===== config.mk =====
export PLATFORM = sky130hd
export DESIGN_NAME = mc_sequencer
export DESIGN_NICKNAME = d
export VERILOG_FILES = /design/src/rtl/pipes.sv /design/src/rtl/mc_perf_counters.sv /design/src/rtl/mc_sequencer.sv
export SDC_FILE = /design/constraint.sdc
export NUM_CORES = 1
export LEC_CHECK = 0
export CAP_MARGIN = 20
export CORE_ASPECT_RATIO = 1.1
export CORE_MARGIN = 3
export CORE_UTILIZATION = 52
export CTS_CLUSTER_SIZE = 40
export DETAILED_ROUTE_END_ITERATION = 8
export GPL_TIMING_DRIVEN = 0
export PLACE_DENSITY = 0.92
export RECOVER_POWER = 50
export SLEW_MARGIN = 20
export SYNTH_ARGS = -nofsm -noshare
export SYNTH_HDL_FRONTEND = slang
export SYNTH_HIERARCHICAL = 1
export SYNTH_SLANG_ARGS = --single-unit

===== constraint.sdc =====
create_clock -name clk -period 3.7 [get_ports clk]
set_input_delay 0.925 -clock clk [delete_from_list [all_inputs] [get_ports clk]]
set_output_delay 0.925 -clock clk [all_outputs]
set_load 0.005 [all_outputs]

===== src/rtl/pipes.sv =====
// rtl/pipes.sv - shared types for the multicycle control sequencer
package pipes;

    typedef enum logic [2:0] {
        MC_ALU    = 3'd0,
        MC_LOAD   = 3'd1,
        MC_STORE  = 3'd2,
        MC_BRANCH = 3'd3,
        MC_JUMP   = 3'd4
    } mc_class_t;

    typedef enum logic [2:0] {
        ST_BOOT,
        ST_FETCH,
        ST_DECODE,
        ST_EXECUTE,
        ST_MEMORY,
        ST_WRITEBACK,
        ST_HALT,
        ST_ERROR
    } mc_state_t;

    typedef struct packed {
        logic fetch_enable;
        logic decode_enable;
        logic execute_enable;
        logic memory_enable;
        logic writeback_enable;
        logic m_or_e;
    } state_enable_t;

    localparam int MC_WAIT_W = 16;

    // Encodings 5..7 are reserved by the decoder and never valid
    function automatic logic class_legal(input mc_class_t c);
        return 3'(c) <= 3'(MC_JUMP);
    endfunction

endpackage


===== src/rtl/mc_perf_counters.sv =====
// rtl/mc_perf_counters.sv - retire, active-cycle and stall counters
module mc_perf_counters #(
    parameter int CNT_W = 32
) (
    input  logic             clk,
    input  logic             reset,
    input  logic             retire,
    input  logic             stall,
    input  logic             active,
    output logic [CNT_W-1:0] retire_cnt,
    output logic [CNT_W-1:0] cycle_cnt,
    output logic [CNT_W-1:0] stall_cnt
);

    always_ff @(posedge clk or negedge reset) begin
        if (!reset) begin
            retire_cnt <= '0;
            cycle_cnt  <= '0;
            stall_cnt  <= '0;
        end else begin
            if (retire)
                retire_cnt <= retire_cnt + CNT_W'(1);
            if (active)
                cycle_cnt <= cycle_cnt + CNT_W'(1);
            // Stall count saturates so long waits never look like few waits
            if (stall && (stall_cnt != '1))
                stall_cnt <= stall_cnt + CNT_W'(1);
        end
    end

endmodule


===== src/rtl/mc_sequencer.sv =====
// rtl/mc_sequencer.sv - multicycle stage sequencer with memory handshake and watchdog
module mc_sequencer
    import pipes::*;
#(
    parameter int CNT_W   = 32,
    parameter int TIMEOUT = 255
) (
    input  logic             clk,
    input  logic             reset,
    input  mc_class_t        instr_class,
    input  logic             imem_ready,
    input  logic             dmem_ready,
    input  logic             halt_req,
    input  logic             resume,
    output logic             imem_req,
    output logic             dmem_req,
    output logic             dmem_we,
    output state_enable_t    state_enable,
    output logic             retire,
    output logic             halted,
    output logic             err,
    output logic [CNT_W-1:0] retire_cnt,
    output logic [CNT_W-1:0] cycle_cnt,
    output logic [CNT_W-1:0] stall_cnt
);

    localparam logic [MC_WAIT_W-1:0] WAIT_LAST = MC_WAIT_W'(TIMEOUT - 1);

    mc_state_t            state, state_d, ret_state;
    mc_class_t            class_q;
    logic                 m_or_e_q;
    logic [MC_WAIT_W-1:0] wait_cnt;
    logic                 stall, active, timeout;

    // wait_cnt holds the number of earlier consecutive wait cycles in this stage
    assign timeout   = (wait_cnt == WAIT_LAST);
    assign ret_state = halt_req ? ST_HALT : ST_FETCH;

    always_ff @(posedge clk or negedge reset) begin
        if (!reset) begin
            state    <= ST_BOOT;
            class_q  <= MC_ALU;
            m_or_e_q <= 1'b0;
            wait_cnt <= '0;
        end else begin
            state <= state_d;
            if (state == ST_DECODE)
                class_q <= instr_class;
            if (state == ST_EXECUTE)
                m_or_e_q <= (class_q == MC_LOAD);
            wait_cnt <= stall ? wait_cnt + MC_WAIT_W'(1) : '0;
        end
    end

    always_comb begin
        state_d      = state;
        imem_req     = 1'b0;
        dmem_req     = 1'b0;
        dmem_we      = 1'b0;
        state_enable = '0;
        retire       = 1'b0;
        halted       = 1'b0;
        err          = 1'b0;
        stall        = 1'b0;
        active       = 1'b0;
        state_enable.m_or_e = m_or_e_q && (state != ST_ERROR);
        case (state)
            ST_BOOT: state_d = ST_FETCH;
            ST_FETCH: begin
                active   = 1'b1;
                imem_req = 1'b1;
                if (imem_ready) begin
                    state_enable.fetch_enable = 1'b1;
                    state_d = ST_DECODE;
                end else begin
                    stall = 1'b1;
                    if (timeout)
                        state_d = ST_ERROR;
                end
            end
            ST_DECODE: begin
                active = 1'b1;
                state_enable.decode_enable = 1'b1;
                if (!class_legal(instr_class)) begin
                    state_d = ST_ERROR;
                end else if (instr_class == MC_JUMP) begin
                    retire  = 1'b1;
                    state_d = ret_state;
                end else begin
                    state_d = ST_EXECUTE;
                end
            end
            ST_EXECUTE: begin
                active = 1'b1;
                state_enable.execute_enable = 1'b1;
                case (class_q)
                    MC_BRANCH: begin
                        retire  = 1'b1;
                        state_d = ret_state;
                    end
                    MC_LOAD, MC_STORE: state_d = ST_MEMORY;
                    default:           state_d = ST_WRITEBACK;
                endcase
            end
            ST_MEMORY: begin
                active   = 1'b1;
                dmem_req = 1'b1;
                dmem_we  = (class_q == MC_STORE);
                if (dmem_ready) begin
                    state_enable.memory_enable = 1'b1;
                    if (class_q == MC_STORE) begin
                        retire  = 1'b1;
                        state_d = ret_state;
                    end else begin
                        state_d = ST_WRITEBACK;
                    end
                end else begin
                    stall = 1'b1;
                    if (timeout)
                        state_d = ST_ERROR;
                end
            end
            ST_WRITEBACK: begin
                active  = 1'b1;
                state_enable.writeback_enable = 1'b1;
                retire  = 1'b1;
                state_d = ret_state;
            end
            ST_HALT: begin
                halted = 1'b1;
                if (resume)
                    state_d = ST_FETCH;
            end
            default: err = 1'b1;
        endcase
    end

    mc_perf_counters #(.CNT_W(CNT_W)) u_perf (
        .clk        (clk),
        .reset      (reset),
        .retire     (retire),
        .stall      (stall),
        .active     (active),
        .retire_cnt (retire_cnt),
        .cycle_cnt  (cycle_cnt),
        .stall_cnt  (stall_cnt)
    );

endmodule


==> out/summary.md <==
- 562 — synthesized netlist cell count
- 53.52% — Starting Density
- 119 — number of clock sinks
- built — TritonCTS clock tree
- -322.6 ps — setup slack after placement
- u_perf/stall_cnt[23] — worst reg2reg endpoint
- 53 — Unique masters post-synth
- 100.0% — share of flip-flops with an asynchronous set or reset after synthesis
- 107.5 µm — width of the die
- finished, violations left — outcome
- 23.34% — total track usage
- 29.59% — switching share of power
- 5992 µm — DRT met1 WL
- dfrtp_1 — Top FF cell, synth
- -10.88% — relative slew slack
- 7.394 ps — Clock Skew
- 116 — port bufs
- 4961 — vias in the first global route
- 69 — number of max-slew violations in the final report
- reg -> reg — Hold WC Path Type
- 4902 — via count
- 7 — CP max FO
- 14460 µm — overall routed net length
- 0 — Final Hold Vio Count
- 2770 ps — CP required
- 410 ps — Clock Latency Late Sink
- 0.2773 GHz — highest attainable clock frequency
- in -> out — type of the worst setup path
- 0 — number of antenna violations at the first check in global routing
- 714 — fin nets
- 0.01265 mm² — die footprint
- 117.7 µm — die height
- 765 — filler cell count in the final layout
- no — RSZ-0062 raised after global routing
- 0 — Final ANT Viol Nets
- met4 — highest routed layer
- 37.6% — sequential group share of total power
- state[0] — worst reg2reg startpoint
- 0.001259 W — total net switching power
- 0 — final global-route overflow total
- 807 µm — met3 wire length
- 33.06% — layout overhead on the synthesized area
- 0.002978 mm² — sequential cell area
- 4 — Max H-tree Level
- 9.423% — share of post-route cells with drive strength above 1
- 39.1% — share of total power in the clock network
- 0.005893 mm² — post-synthesis instance area
- 3.478 nW — static leakage
- 0.01101 mm² — placeable core region
- 69 — maximum number of pins on one net before global-route repair
- 50 ps — clock slew seen by the registers of the worst setup and hold paths
- 16.85 µm — routed length per placed instance
- 6 — Initial DRT Pass Iterations
- 117 — I/O pin total
- 542.7 mW/mm² — areal power density over the cells
- 1663 ps — Slew @ Worst Pin
- 6 — number of warnings reported in the yosys synthesis log
- output port — kind of capture point of the worst setup path
- 0.002816 mm² — combined area of the multi-input logic cells
- 97.48% — final worst-path cycle share
- 2 — Longest Clk Path Bufs
- 0 — number of diodes added for antenna fixing
- 10.49 µm² — Syn Area/Cell
- 93.26 ps — worst path setup slack after routing
- 0 — number of enable flip-flop cells after synthesis
- 24060 µm — global-route wire length before repair
- u_perf/retire_cnt[31] — Hold Startpoint
- 0.002996 W — internal power contribution
- input port — Setup crit start kind
- 0 — # DRC
- 10110 µm — placed wire-length estimate
- clkbuf_16 — root cell of the clock tree
- 7564 µm — routed length on met2
- 11 — cell count of the worst reg-to-reg path
- 23.3% — Logic pwr share
- 119 — number of flip-flops and latches in the synthesized netlist
- max-capacitance violations, max-slew violations — violations in the final reports
- 0.004256 W — post-layout power
- 3607 ps — fin crit period
- 2680 ps — worst path arrival time
- dmem_ready — launch point of the worst path
- 0.8748 — routability cong.
- 578 — number of nets produced by synthesis
- 580 ps — R2R setup slack
- 0.0003282 V — worst-case vdd ir drop
- 468.1 ps — Final Hold Slack
- retire — capturing element of the worst setup path
- 1 — max-capacitance violation count
- 17 — number of buffers added by the clock tree synthesis step
- 0 ps — Post-Route Setup TNS
- 343 — drt initial violations
- 50.53% — register area share after synthesis
- 5.713 — post-detailed-route via-to-cell ratio
- 0 — final number of setup-violating endpoints
- 40 — Row Count
## worst min path at each step
stage                                 end  cells past startpoint  slack, ps
finish              u_perf/retire_cnt[31]                      1        470
global route        u_perf/retire_cnt[31]                      1        500
CTS                 u_perf/retire_cnt[31]                      1        480
detailed placement  u_perf/retire_cnt[31]                      1        470
global placement     u_perf/cycle_cnt[31]                      1        460
floorplan                        m_or_e_q                      2        440
## synth_stat cells (all sizes together) (5+ instances only)
master,count,share of area [%]
xor2,34,5.1
nor2,45,3.0
a21oi,15,1.3
inv,16,1.0
o21ai,10,0.85
and4,13,2.0
nand3,42,3.7
or3,6,0.74
dfrtp,119,51
nand2,57,3.6
and2,5,0.53
and3,19,2.0
xnor2,66,9.8
ha,7,1.5
nand4,31,4.3
buf,5,0.40
nor3,16,2.3
clkbuf,5,0.32
nand2b,6,0.64
## routing by layer
layer  global-route usage, %  vias to the layer above
met4                   5.604                        0
met2                   40.16                      203
li1                        -                     2258
met5                       0                        -
met1                   29.58                     2429
met3                   5.595                       12
## flip-flops by register name, indices dropped and copies added (netlist names)
register	cells
class_q	3
m_or_e_q	1
state	3
u_perf/cycle_cnt	32
u_perf/retire_cnt	32
u_perf/stall_cnt	32
wait_cnt	16
## layout by cell type, fill, tap and decap left out, types with 6 or more instances in the layout
master,synthesis,final
a21oi_1,15,15
and3_1,19,19
and4_1,12,12
clkbuf_1,5,7
clkbuf_16,0,17
clkdlybuf4s50_1,0,85
dfrtp_1,119,119
dlygate4sd3_1,0,30
ha_1,7,7
inv_1,16,16
nand2_1,57,57
nand2b_1,6,6
nand3_1,40,40
nand4_1,24,25
nor2_1,43,43
nor3_1,8,8
nor3_2,6,6
o21ai_0,10,10
xnor2_1,66,66
xor2_1,34,34
## through the flow
stage	instances	utilization [%]	instance area [µm²]
floorplan	562	-	5893
global placement	825	65.74	7238
detailed placement	826	66.00	7267
CTS	858	71.47	7869
global route	858	71.22	7841
finish	858	71.22	7841
## repair_timing
action	in CTS	in global routing
pin swaps	0	0
hold buffers	0	0
buffers inserted	0	0
setup endpoints to repair	1	1
gates resized for setup	2	3
## worst max-delay path, cell delays in order
cell and delay [ps]:
clkdlybuf4s50_1 590, a32oi_1 210, a21boi_2 370, clkdlybuf4s50_1 570
## logic make-up (layout without fill, tap and decap cells)
group	after synthesis	after routing	share of synthesized area, %
simple gates	261	261	25.94
flops	119	119	50.53
xor+xnor	100	100	14.86
compound gates	45	45	4.671
buf+inv	26	175	1.741
fa+ha+maj	7	7	1.486
mux	4	4	0.7643
## cell type report
type                    instances  share of cell area (%)
plain buffers                  10                  0.5585
clock buffers                  20                   5.697
clock inverters                12                   1.931
inverters                      16                  0.7659
multi-input cells             417                   35.92
flip-flops and latches        119                   37.98
well taps                     147                   2.346
repair buffers                117                   14.81
## power by group through the flow
stage | Combinational, W | Sequential (W) | Clock (W)
after floorplan | 0.000565 | 0.00159 | 0
after global placement | 0.000956 | 0.00161 | 0
after detailed placement | 0.000985 | 0.00163 | 0
after CTS | 0.000997 | 0.00160 | 0.00168
after global routing | 0.00110 | 0.00163 | 0.00175
final | 0.000990 | 0.00160 | 0.00166
Note: power is estimated with default switching activity, not from simulation.
